**config.mk**
```make
export PLATFORM = sky130hd
export DESIGN_NAME = button_conditioner
export DESIGN_NICKNAME = d
export VERILOG_FILES = /design/src/rtl/button_conditioner.sv
export SDC_FILE = /design/constraint.sdc
export NUM_CORES = 1
export LEC_CHECK = 0
export ABC_AREA = 1
export BUFFER_PORTS_ARGS = -buffer_cell sky130_fd_sc_hd__buf_2
export CAP_MARGIN = 20
export CORE_MARGIN = 4
export CORE_UTILIZATION = 58
export CTS_BUF_LIST = sky130_fd_sc_hd__clkbuf_8
export DETAILED_ROUTE_END_ITERATION = 10
export PLACE_DENSITY = 0.79
export SETUP_SLACK_MARGIN = 0.3
export SLEW_MARGIN = 15
export SYNTH_ARGS = -nofsm -noshare
export SYNTH_HDL_FRONTEND = slang
export SYNTH_SLANG_ARGS = --single-unit
```
**constraint.sdc**
```tcl
create_clock -name clk -period 1.8 [get_ports clk]
set_input_delay 0.36 -clock clk [delete_from_list [all_inputs] [get_ports clk]]
set_output_delay 0.36 -clock clk [all_outputs]
set_load 0.02 [all_outputs]
```
**src/rtl/button_conditioner.sv**
```systemverilog
// button_conditioner: push-button front end for the soft AVR system.
// Each raw button is synchronised, debounced, and reported as a stable
// level with one-cycle press/release pulses. One chosen channel also
// drives a stretched CPU reset that guarantees the core's minimum
// reset width.
//
// There are no valid/ready handshakes here. Every output is a plain
// registered level or a one-cycle pulse that is valid on every cycle.
module button_conditioner #(
  parameter int NUM_BUTTONS     = 5,
  parameter int SYNC_STAGES     = 2,
  parameter int DEBOUNCE_CYCLES = 16,
  parameter int RESET_BUTTON    = 0,
  parameter int RESET_STRETCH   = 4
) (
  input  logic                   clk,
  input  logic                   reset,
  input  logic [NUM_BUTTONS-1:0] buttons_in,
  output logic [NUM_BUTTONS-1:0] buttons_out,
  output logic [NUM_BUTTONS-1:0] pressed,
  output logic [NUM_BUTTONS-1:0] released,
  output logic                   cpu_reset
);

  localparam int CW = $clog2(DEBOUNCE_CYCLES + 1);
  localparam int RW = $clog2(RESET_STRETCH + 1);
  localparam logic [CW-1:0] CNT_LAST  = CW'(DEBOUNCE_CYCLES - 1);
  localparam logic [RW-1:0] RCNT_LOAD = RW'(RESET_STRETCH);

  logic [NUM_BUTTONS-1:0] sync_q [SYNC_STAGES];
  logic [NUM_BUTTONS-1:0] sync;
  logic [CW-1:0]          cnt_q  [NUM_BUTTONS];
  logic [NUM_BUTTONS-1:0] stable_q;
  logic [RW-1:0]          rcnt_q;
  logic [RW-1:0]          rcnt_next;

  // Synchroniser chain: stage 0 captures the asynchronous pins.
  always_ff @(posedge clk) begin
    if (reset) begin
      for (int s = 0; s < SYNC_STAGES; s++) begin
        sync_q[s] <= '0;
      end
    end else begin
      sync_q[0] <= buttons_in;
      for (int s = 1; s < SYNC_STAGES; s++) begin
        sync_q[s] <= sync_q[s-1];
      end
    end
  end

  assign sync = sync_q[SYNC_STAGES-1];

  // Debounce: a change is accepted only after DEBOUNCE_CYCLES consecutive
  // cycles of disagreement. Any agreement throws the partial count away.
  // The pulses are registered alongside stable_q so they land on the same edge.
  always_ff @(posedge clk) begin
    if (reset) begin
      stable_q <= '0;
      pressed  <= '0;
      released <= '0;
      for (int i = 0; i < NUM_BUTTONS; i++) begin
        cnt_q[i] <= '0;
      end
    end else begin
      for (int i = 0; i < NUM_BUTTONS; i++) begin
        pressed[i]  <= 1'b0;
        released[i] <= 1'b0;
        if (sync[i] == stable_q[i]) begin
          cnt_q[i] <= '0;
        end else if (cnt_q[i] == CNT_LAST) begin
          stable_q[i] <= ~stable_q[i];
          cnt_q[i]    <= '0;
          pressed[i]  <= ~stable_q[i];
          released[i] <= stable_q[i];
        end else begin
          cnt_q[i] <= cnt_q[i] + CW'(1);
        end
      end
    end
  end

  assign buttons_out = stable_q;

  // Stretcher next state: reload while any source is high, else count down to 0.
  always_comb begin
    rcnt_next = '0;
    if (reset || stable_q[RESET_BUTTON]) begin
      rcnt_next = RCNT_LOAD;
    end else if (rcnt_q != '0) begin
      rcnt_next = rcnt_q - RW'(1);
    end
  end

  // Stretcher state and registered cpu_reset, which looks ahead to rcnt_next.
  always_ff @(posedge clk) begin
    if (reset) begin
      rcnt_q    <= RCNT_LOAD;
      cpu_reset <= 1'b1;
    end else begin
      rcnt_q    <= rcnt_next;
      cpu_reset <= (rcnt_next != '0);
    end
  end

endmodule

```
== Word level (Yosys, flattened, before mapping) ==
Memories as Yosys holds them, arrays and structs flattened.
Index checks and enable logic that the tools add are counted.
Widths: inputs -> output; s select.
Storage, ports and cells
  bits in registers: 19
  bits in writable memories: 35
  input port bits: 7
  output and inout bits: 16
  logic and storage cells: 157
  memories kept: 2
Memory list
  cnt_q: words 5, width 5, read ports 5, clocked after memory_dff 0, write ports 5, RTL line 32  | logic [CW-1:0] cnt_q [NUM_BUTTONS];
  sync_q: words 2, width 5, read ports 2, clocked after memory_dff 0, write ports 2, RTL line 30  | logic [NUM_BUTTONS-1:0] sync_q [SYNC_STAGES];
Cells by class
  $add $sub $neg: 6
  eq/ne operators: 10
  muxes and demuxes: 77
  bitwise gates (word level): 32
  reductions and logical operators: 13
Operator list (number)
  $mux 5: 17
  $mux 1: 58
  $add 5x1->5 const B: 5
  $eq 5x4->1 const B: 5
  $or 1x1->1: 17
  $not 1->1: 15
  $reduce_or 3->1: 5
  $reduce_and 2->1: 5
  $mux 3: 2
  $reduce_bool 3->1: 2
  $eq 1x1->1: 5
  $sub 3x1->3 const B: 1
  $logic_or 1x1->1: 1

== Logic depth before layout (Yosys ltp) ==
  depth in word-level cells: 7
  depth in mapped cells: 7
  mapped depth without buffers: 7

== Worst setup path before layout ==
Ideal clock, no wire load.
  kind: reg-to-reg
  start: mem cnt_q[3][0] in the netlist's numbering
  end: mem cnt_q[3][3] in the netlist's numbering (data pin)
  library setup time: 146 ps
  arrival: 1288 ps
  required time: 1654 ps
  setup slack: 366 ps
  cell stages (with the launch flop): 8
  buffers on the path: 0
  period minus slack after synthesis: 1434 ps
  path through: edfxtp_1 > ha_1 > nand2_1 > nor2_1 > ha_1 > nor2_1 > nand3_2 > a21oi_1
RTL lines (RTL line)
  start: declaration: 32

==> metrics.txt <==
port bufs 22; CP Cell Sequence ha_2 > nand2_1 > nor2_1 > ha_1 > inv_2 > nand4_4 > nor2_2; cts bufs inserted 5; Antenna diodes 0; Seq/Total Area, Yosys 58.7%; core box area between 0.003 and 0.004 mm^2; PwrDens 779 mW/mm^2; clk root buf clkbuf_8; GR Util All Layers 16.7%; Mapped Area 0.00227 mm^2; CP Class register to register; first-pass GRT wire length 6610 um; Largest stage delay, worst path approximately 0.42 ns; flops & latches, synth 54; Synth Instances roughly 240; Hold-fix buffers, CTS 0; pin count of the biggest net entering global routing 21; peak supply drop between 0.5 and 0.6 mV; Avg WL per Cell 10.7 um; max-slew violation count 0; Post-DRT Antenna Nets 0; DRT Pass-1 Iters 4; Syn Area/Cell 9.66 um^2; detailed-route DRC error count 0; area grow syn2layout 24.0%; Clk Latency, worst-skew pair 0.30 ns; antenna violations before repair 0; TNS Setup 0 ns; Die X-Extent around 70 um; vias per cell 4.72; standard-cell rows 22; Cells after DPL between 300 and 400; Min Hold Slack 0.261 ns; NumNets Final 320; Achievable Freq around 690 MHz; Initial Util 61.1%; Pleak 1.26 nW; Req. time, crit path 1.97 ns; CTS tree done; Clock Tree Buf Depth 2; Final Wtd Congestion 0.732; Yosys warning total 0; clk sinks 54; Tcrit/Tclk final 80.3%; Max Clock Skew 0.00714 ns; routed via count 1652; Clock Pin Slew Worst Setup and Hold Paths 0.09 ns; die area 0.00498 mm^2; Fin. Hold Viols 0; GRT overflow 0; Worst Hold Class input pin to register; max_cap viols 0; vias in the first global route between 1500 and 2000; Non-Filler Instances 350; share of cells above drive strength 1 25.8%; outcome finished clean; Worst Path Max Fanout 5; Netlist cell types 21; overall routed net length 3750 um; CP arrival around 1.6 ns; CP max stage cell edfxtp_1; Crit. End Element register; fin crit period 1.45 ns; Pwr Total 0.00219 W; # setup viols final 0; RSZ-0062 raised after global routing true; I/O pin count 23; drt initial violations 48; Die Span Y between 70 and 80 um; crit start category register; Detail Placement HPWL 2520 um; H-tree depth 2
## power breakdown
group	internal [W]	switching [W]	leakage [nW]	total (W)
clock	0.000303	0.000363	0.0463	0.000666
sequential	0.00133	0.0000296	0.495	0.00136
combinational	0.0000673	0.0000999	0.714	0.000167
total	0.00170	0.000493	1.26	0.00219
## Yosys cell counts
cell type / count / share of area [%]
nor2_1: 48 / 7.9
inv_1: 44 / 7.3
dfxtp_1: 29 / 26
nand2_1: 27 / 4.5
edfxtp_1: 25 / 33
ha_1: 12 / 6.6
nand3_1: 12 / 2.6
a21oi_1: 8 / 1.8
nand4_1: 5 / 1.4
xnor2_1: 5 / 1.9
o21ai_0: 4 / 0.88
nand3_2: 3 / 1.3
nor4_1: 3 / 0.83
buf_6: 2 / 0.99
nand4_2: 2 / 1.1
buf_2: 1 / 0.22
conb_1: 1 / 0.17
inv_2: 1 / 0.17
nor2_4: 1 / 0.50
nor3_1: 1 / 0.22
nor4_4: 1 / 0.94
## stage by stage
stage	utilization, %	setup WS [ns]	instance area (um^2)
finish	75.7	0.354	2810
global route	75.7	0.273	2810
CTS	72.5	0.296	2690
detailed placement	67.5	0.234	2510
global placement	67.5	0.262	2510
floorplan	-	0.366	2360
## timing repair
item                                    4_1_cts  5_1_grt
pin swaps                                     2       12
resized for setup                             6       25
endpoints found under the setup margin       25       27
buffers inserted                              9        6
gates cloned                                  0        0
## final cells by class
type	count	area [um^2]
flip-flops and latches	54	1330
multi-input cells	157	933
fillers	260	902
repair buffers	38	230
inverters	45	169
clock buffers	6	82.6
well taps	48	60.1
clock inverters	2	7.51
## layout by cell type (no fill, tap or decap), types with 12 or more instances in the layout
master | Yosys | routed
nor2_1 | 48 | 35
buf_4 | 0 | 16
inv_1 | 44 | 42
edfxtp_1 | 25 | 25
nand3_1 | 12 | 12
conb_1 | 1 | 25
dfxtp_1 | 29 | 29
buf_2 | 1 | 22
nor2_2 | 0 | 12
nand2_1 | 27 | 27
## logic make-up after synthesis
family          share of synthesized area [%]
compound gates                           2.65
xor+xnor                                 1.93
fa+ha+maj                                6.62
buf+inv                                  8.65
flops                                    58.7
other cells                             0.165
simple gates                             21.3
## metal layers
| layer | up-vias | wire length, um | track usage, % |
|---|---|---|---|
| li1 | 854 | - | - |
| met1 | 756 | 1590 | 19.6 |
| met2 | 33 | 1900 | 28.9 |
| met3 | 9 | 177 | 4.69 |
| met4 | 0 | 81 | 6.47 |
| met5 | - | 0 | 0 |
## worst max-delay path, delay by kind of cell, from the launching register on
kind / cells / cell delay, ns
fa+ha+maj: 2 / 0.42
simple gates: 4 / 0.38
flops: 1 / 0.42
buf+inv: 1 / 0.08
## path summary, 6_finish.rpt
| check | startpoint | end | slack (ns) | cells after the start |
|---|---|---|---|---|
| worst min register to register | sync_q[0][0] | sync_q[0][5] | 0.40 | 2 |
| worst min-delay path | buttons_in[4] | sync_q[0][4] | 0.26 | 3 |
| worst max register to register | cnt_q[1][1] | cnt_q[1][0] | 0.35 | 7 |
| worst max-delay path | cnt_q[1][1] | cnt_q[1][0] | 0.35 | 7 |
## sequential cells by signal, indices dropped and copies added, names as in the netlist
register	flops
cnt_q	25
sync_q	10
buttons_out	5
pressed	5
released	5
rcnt_q	3
cpu_reset	1
(Power assumes the default switching activity.)
